===== src/rtl/output_backprop.sv =====
// output_backprop: serial one-weight-per-cycle gradient step on the 8 output-layer weights.
module output_backprop #(
    parameter int          LR_SHIFT = 4,
    parameter logic [7:0]  W_INIT   = 8'd64
) (
    input  logic        clk_i,
    input  logic        rst_i,
    input  logic        start_i,
    input  logic [3:0]  target_i,
    input  logic [22:0] final_i,
    input  logic [9:0]  x0_i,
    input  logic [9:0]  x1_i,
    input  logic [9:0]  x2_i,
    input  logic [9:0]  x3_i,
    input  logic [9:0]  x4_i,
    input  logic [9:0]  x5_i,
    input  logic [9:0]  x6_i,
    input  logic [9:0]  x7_i,
    output logic [7:0]  w0_o,
    output logic [7:0]  w1_o,
    output logic [7:0]  w2_o,
    output logic [7:0]  w3_o,
    output logic [7:0]  w4_o,
    output logic [7:0]  w5_o,
    output logic [7:0]  w6_o,
    output logic [7:0]  w7_o,
    output logic        busy_o,
    output logic        done_o,
    output logic [7:0]  upd_cnt_o
);
    typedef enum logic [1:0] {IDLE, LATCH, UPDATE, DONE} state_t;
    state_t state_q, state_d;
    logic [7:0]         w_q [8];
    logic [9:0]         x_q [8];
    logic [9:0]         x_in [8];
    logic signed [23:0] err_q, err_d;
    logic [2:0]         idx_q;
    logic [7:0]         cnt_q;
    logic signed [34:0] prod, delta;
    logic signed [35:0] wn;
    logic [7:0]         w_new;

    assign x_in = '{x0_i, x1_i, x2_i, x3_i, x4_i, x5_i, x6_i, x7_i};

    always_comb begin
        err_d = {1'b0, final_i} - {20'b0, target_i};
        state_d = state_q == IDLE   ? (start_i ? LATCH : IDLE) :
                  state_q == LATCH  ? (err_d == '0 ? DONE : UPDATE) :
                  state_q == UPDATE ? (idx_q == 3'd7 ? DONE : UPDATE) : IDLE;
    end

    // Product fits in 35 bits; sign-extend err, zero-extend x, then floor-shift.
    always_comb begin
        prod  = {{11{err_q[23]}}, err_q} * {25'b0, x_q[idx_q]};
        delta = prod >>> LR_SHIFT;
        wn    = {28'b0, w_q[idx_q]} - {delta[34], delta};
        w_new = wn[35] ? 8'd0 : (|wn[34:8]) ? 8'hff : wn[7:0];
    end

    always_ff @(posedge clk_i or negedge rst_i) begin
        if (!rst_i) state_q <= IDLE;
        else        state_q <= state_d;
    end

    always_ff @(posedge clk_i or negedge rst_i) begin
        if (!rst_i) begin
            w_q   <= '{default: W_INIT};
            x_q   <= '{default: '0};
            err_q <= '0;
            idx_q <= '0;
            cnt_q <= '0;
        end else if (state_q == LATCH) begin
            err_q <= err_d;
            x_q   <= x_in;
            idx_q <= '0;
        end else if (state_q == UPDATE) begin
            w_q[idx_q] <= w_new;
            idx_q      <= idx_q + 3'd1;
            if (idx_q == 3'd7 && cnt_q != 8'hff) cnt_q <= cnt_q + 8'd1;
        end
    end

    assign w0_o      = w_q[0];
    assign w1_o      = w_q[1];
    assign w2_o      = w_q[2];
    assign w3_o      = w_q[3];
    assign w4_o      = w_q[4];
    assign w5_o      = w_q[5];
    assign w6_o      = w_q[6];
    assign w7_o      = w_q[7];
    assign busy_o    = state_q != IDLE;
    assign done_o    = state_q == DONE;
    assign upd_cnt_o = cnt_q;
endmodule

===== config.mk =====
export PLATFORM = sky130hd
export DESIGN_NAME = output_backprop
export DESIGN_NICKNAME = d
export VERILOG_FILES = /design/src/rtl/output_backprop.sv
export SDC_FILE = /design/constraint.sdc
export NUM_CORES = 1
export LEC_CHECK = 0
export CAP_MARGIN = 15
export CORE_MARGIN = 10
export CORE_UTILIZATION = 59
export CTS_CLUSTER_DIAMETER = 150
export DETAILED_ROUTE_END_ITERATION = 10
export GPL_ROUTABILITY_DRIVEN = 0
export HOLD_SLACK_MARGIN = 0.08
export PLACE_DENSITY = 0.82
export RECOVER_POWER = 100
export SLEW_MARGIN = 15
export SYNTH_ARGS = -nofsm -noshare
export SYNTH_HDL_FRONTEND = slang
export SYNTH_SLANG_ARGS = --single-unit
export TNS_END_PERCENT = 1

===== constraint.sdc =====
create_clock -name clk_i -period 10.9 [get_ports clk_i]
set_clock_uncertainty 0.2 [all_clocks]
set_input_delay 3.27 -clock clk_i [delete_from_list [all_inputs] [get_ports clk_i]]
set_output_delay 3.27 -clock clk_i [all_outputs]
set_load 0.01 [all_outputs]

==> flow_metrics.tcl <==
set metrics [dict create \
    status "finished, violations left" \
    violations "max-capacitance violations, max-slew violations" \
    synth_edf_count 0 \
    synth.top_cell.area_share_pct 23.5 \
    worstPathMaxFanout 24 \
    core_sq_um 30700 \
    cp_data_required_time_ps 11010 \
    timing.final.crit_period_ps 10120 \
    io_buffers 183 \
    ant_nets 0 \
    yosysSeqAreaShare_pct 24.7 \
    tightest_slew_ps 4110 \
    cts-buffers-inserted 17 \
    timing.final.hold_violations 0 \
    viasPerCell 6.09 \
    drc 0 \
    postCtsSetupRepairBufs 0 \
    dr.pass1.iters 5 \
    fmaxAchievable_ghz 0.0988 \
    syn2layout_area_growth_pct 14.4 \
    cts_tree "done" \
    fin_tns_setup_ps 0 \
    period_share_pct 92.8 \
    grt_overflow 0 \
    synth_area_leaders "dfrtp_1 24%, fa_1 23%, ha_1 6.3%" \
    cts_resized 0 \
    finalSetupViolCount 0 \
    ys.flop_type "dfrtp_1" \
    die-height_um 197 \
    hp-class "reg2reg" \
    grt_max_degree 80 \
    layout.nets 2461 \
    cts_sinks 181 \
    syn_area_sq_um 18400 \
    grt_setup_unrepaired "false" \
    drt-total-wl_um 50600 \
    htreeDepth 4 \
    antenna_found_initial 1 \
    drt_iter0_drc 1238 \
    rows 64 \
    num-fill-cells 2264 \
    ys_warn_count 0 \
    synth_nets 2348 \
    hold_buffers 0 \
    hold_ws_ps 287 \
    reg2reg_slack_ps 780 \
    yosysTopAreaCell "dfrtp_1" \
    maxSlewHeadroom_pct -174 \
    r2r_start "idx_q[1]$_DFFE_PN0P_" \
    place_hpwl_um 39400 \
    slew_viol_final 258 \
    drv_cap 4 \
    avgSynthCellArea_sq_um 9.52 \
    die_area_sq_um 38700 \
    drt-wirelength-per-cell_um 20.6 \
    mostFrequentLayoutCells "229 x inv_1, 225 x nand2_1, 211 x fa_1, 172 x dfrtp_1, 112 x and2_1" \
    critical_path_class "reg2reg" \
    grt_pass1_vias 16000 \
    async_flop_share_pct 100 \
    reg2reg_depth 33 \
    syn_inst 1934 \
    clockRootBuffer "clkbuf_16" \
    endpoint "w4_o[3]$_DFFE_PN0P_" \
    cp_data_arrival_time_ps 10230 \
    drive_gt1_share_pct 8.45 \
    fp.dieW_um 197 \
    worstSetupEndpointType "register" \
    grt_usage_pct 27.0 \
    final_common_cell "inv_1" \
    startpoint_type "register" \
    path_clk_slew_ps 80 \
    insertion_delay_ps 460 \
    io_pins 184 \
    crit_path_start "idx_q[1]$_DFFE_PN0P_" \
    slowest_stage "dfrtp_1" \
    ys_ff_latch 181 \
    antenna_cells 0 \
    ctsLongestPathBuffers 2 \
    vias 14900 \
    grt_pass1_wl_um 84400 \
    synth_cell_types 73 \
    start_util_pct 60.0 \
    r2r_end "w4_o[3]$_DFFE_PN0P_" \
    critical-path-max-stage-delay_ps 750 \
]
## cells in the mapped netlist (all sizes together) (5+ instances only)
master	number
a211oi	13
a21o	16
a21oi	80
a221oi	6
a31oi	12
and2	112
and3	10
buf	12
clkbuf	95
dfrtp	173
dfstp	8
fa	211
ha	93
inv	230
mux2	90
mux2i	47
mux4	7
nand2	225
nand2b	8
nand3	24
nand3b	5
nand4	23
nor2	92
nor2b	24
nor3	27
nor4	8
o211ai	7
o21a	5
o21ai	110
o21bai	5
o22a	13
o31ai	11
or2	6
or3	5
xnor2	38
xor2	27
## worst min path at each step
stage	start	to	depth (start not counted)	slack [ps]
floorplan	x_q[1]$_DFFE_PN0P_	x_q[1]$_DFFE_PN0P_	1	270
global placement	w4_o[6]$_DFFE_PN1P_	w4_o[6]$_DFFE_PN1P_	2	270
detailed placement	w6_o[6]$_DFFE_PN1P_	w6_o[6]$_DFFE_PN1P_	2	280
CTS	w2_o[6]$_DFFE_PN1P_	w2_o[6]$_DFFE_PN1P_	2	290
global route	x_q[4]$_DFFE_PN0P_	x_q[4]$_DFFE_PN0P_	1	320
finish	upd_cnt_o[4]$_DFFE_PN0P_	upd_cnt_o[4]$_DFFE_PN0P_	1	290
## kinds of logic after synthesis
family | Yosys count | share of synthesized area (%)
muxes | 144 | 8.92
and+or+nand+nor | 585 | 15.7
AOI/OAI and AO/OA | 318 | 11.4
adders and majority gates | 304 | 29.3
xor gates and xnor gates | 65 | 3.09
DFF | 181 | 24.7
buffers and inverters | 337 | 6.97
## stage by stage
| stage | instances | instance area, sq um | util, % | setup slack [ps] |
|---|---|---|---|---|
| 4_1_cts | 2456 | 21100 | 68.8 | 978 |
| 3_5_place_dp | 2424 | 20500 | 66.7 | 1050 |
| 5_1_grt | 2456 | 21100 | 68.6 | 194 |
| 2_1_floorplan | 1934 | 18400 | - | 1570 |
| 3_3_place_gp | 2424 | 20500 | 66.7 | 1320 |
| 6_report | 2456 | 21100 | 68.6 | 783 |
## area by class of cell
class,instances,area [sq um],area share [%]
Multi-Input combinational cell,1416,12600,59.8
Sequential cell,181,4540,21.6
Timing Repair Buffer,201,1950,9.26
Inverter,230,863,4.10
Tap cell,396,495,2.35
Clock buffer,23,488,2.32
Clock inverter,9,131,0.624
## worst max-delay path: cells and delay by family (launching register included)
kind	cells	cell delay, ps
flops	1	750
xor+xnor	1	180
buf+inv	8	1230
simple gates	8	1410
compound gates	9	2680
fa+ha+maj	7	3470
## state kept, by name, indices dropped and copies added (netlist names)
name and flops:
w7_o 8, w1_o 8, w3_o 8, upd_cnt_o 8, w4_o 8, x_q 80, w5_o 8, idx_q 3
state_q 2, err_q 24, w6_o 8, w2_o 8, w0_o 8
## routing by layer
layer	wire, um	share of wire (%)	track usage (%)
met1	19600	39	33.0
met2	24500	48	44.2
met3	4740	9.4	8.44
met4	1780	3.5	10.1
met5	13	0.026	0
Power is left out: the tool's default activity adds up to more than one toggle a clock period on the data nets, which glitch-free logic cannot reach.
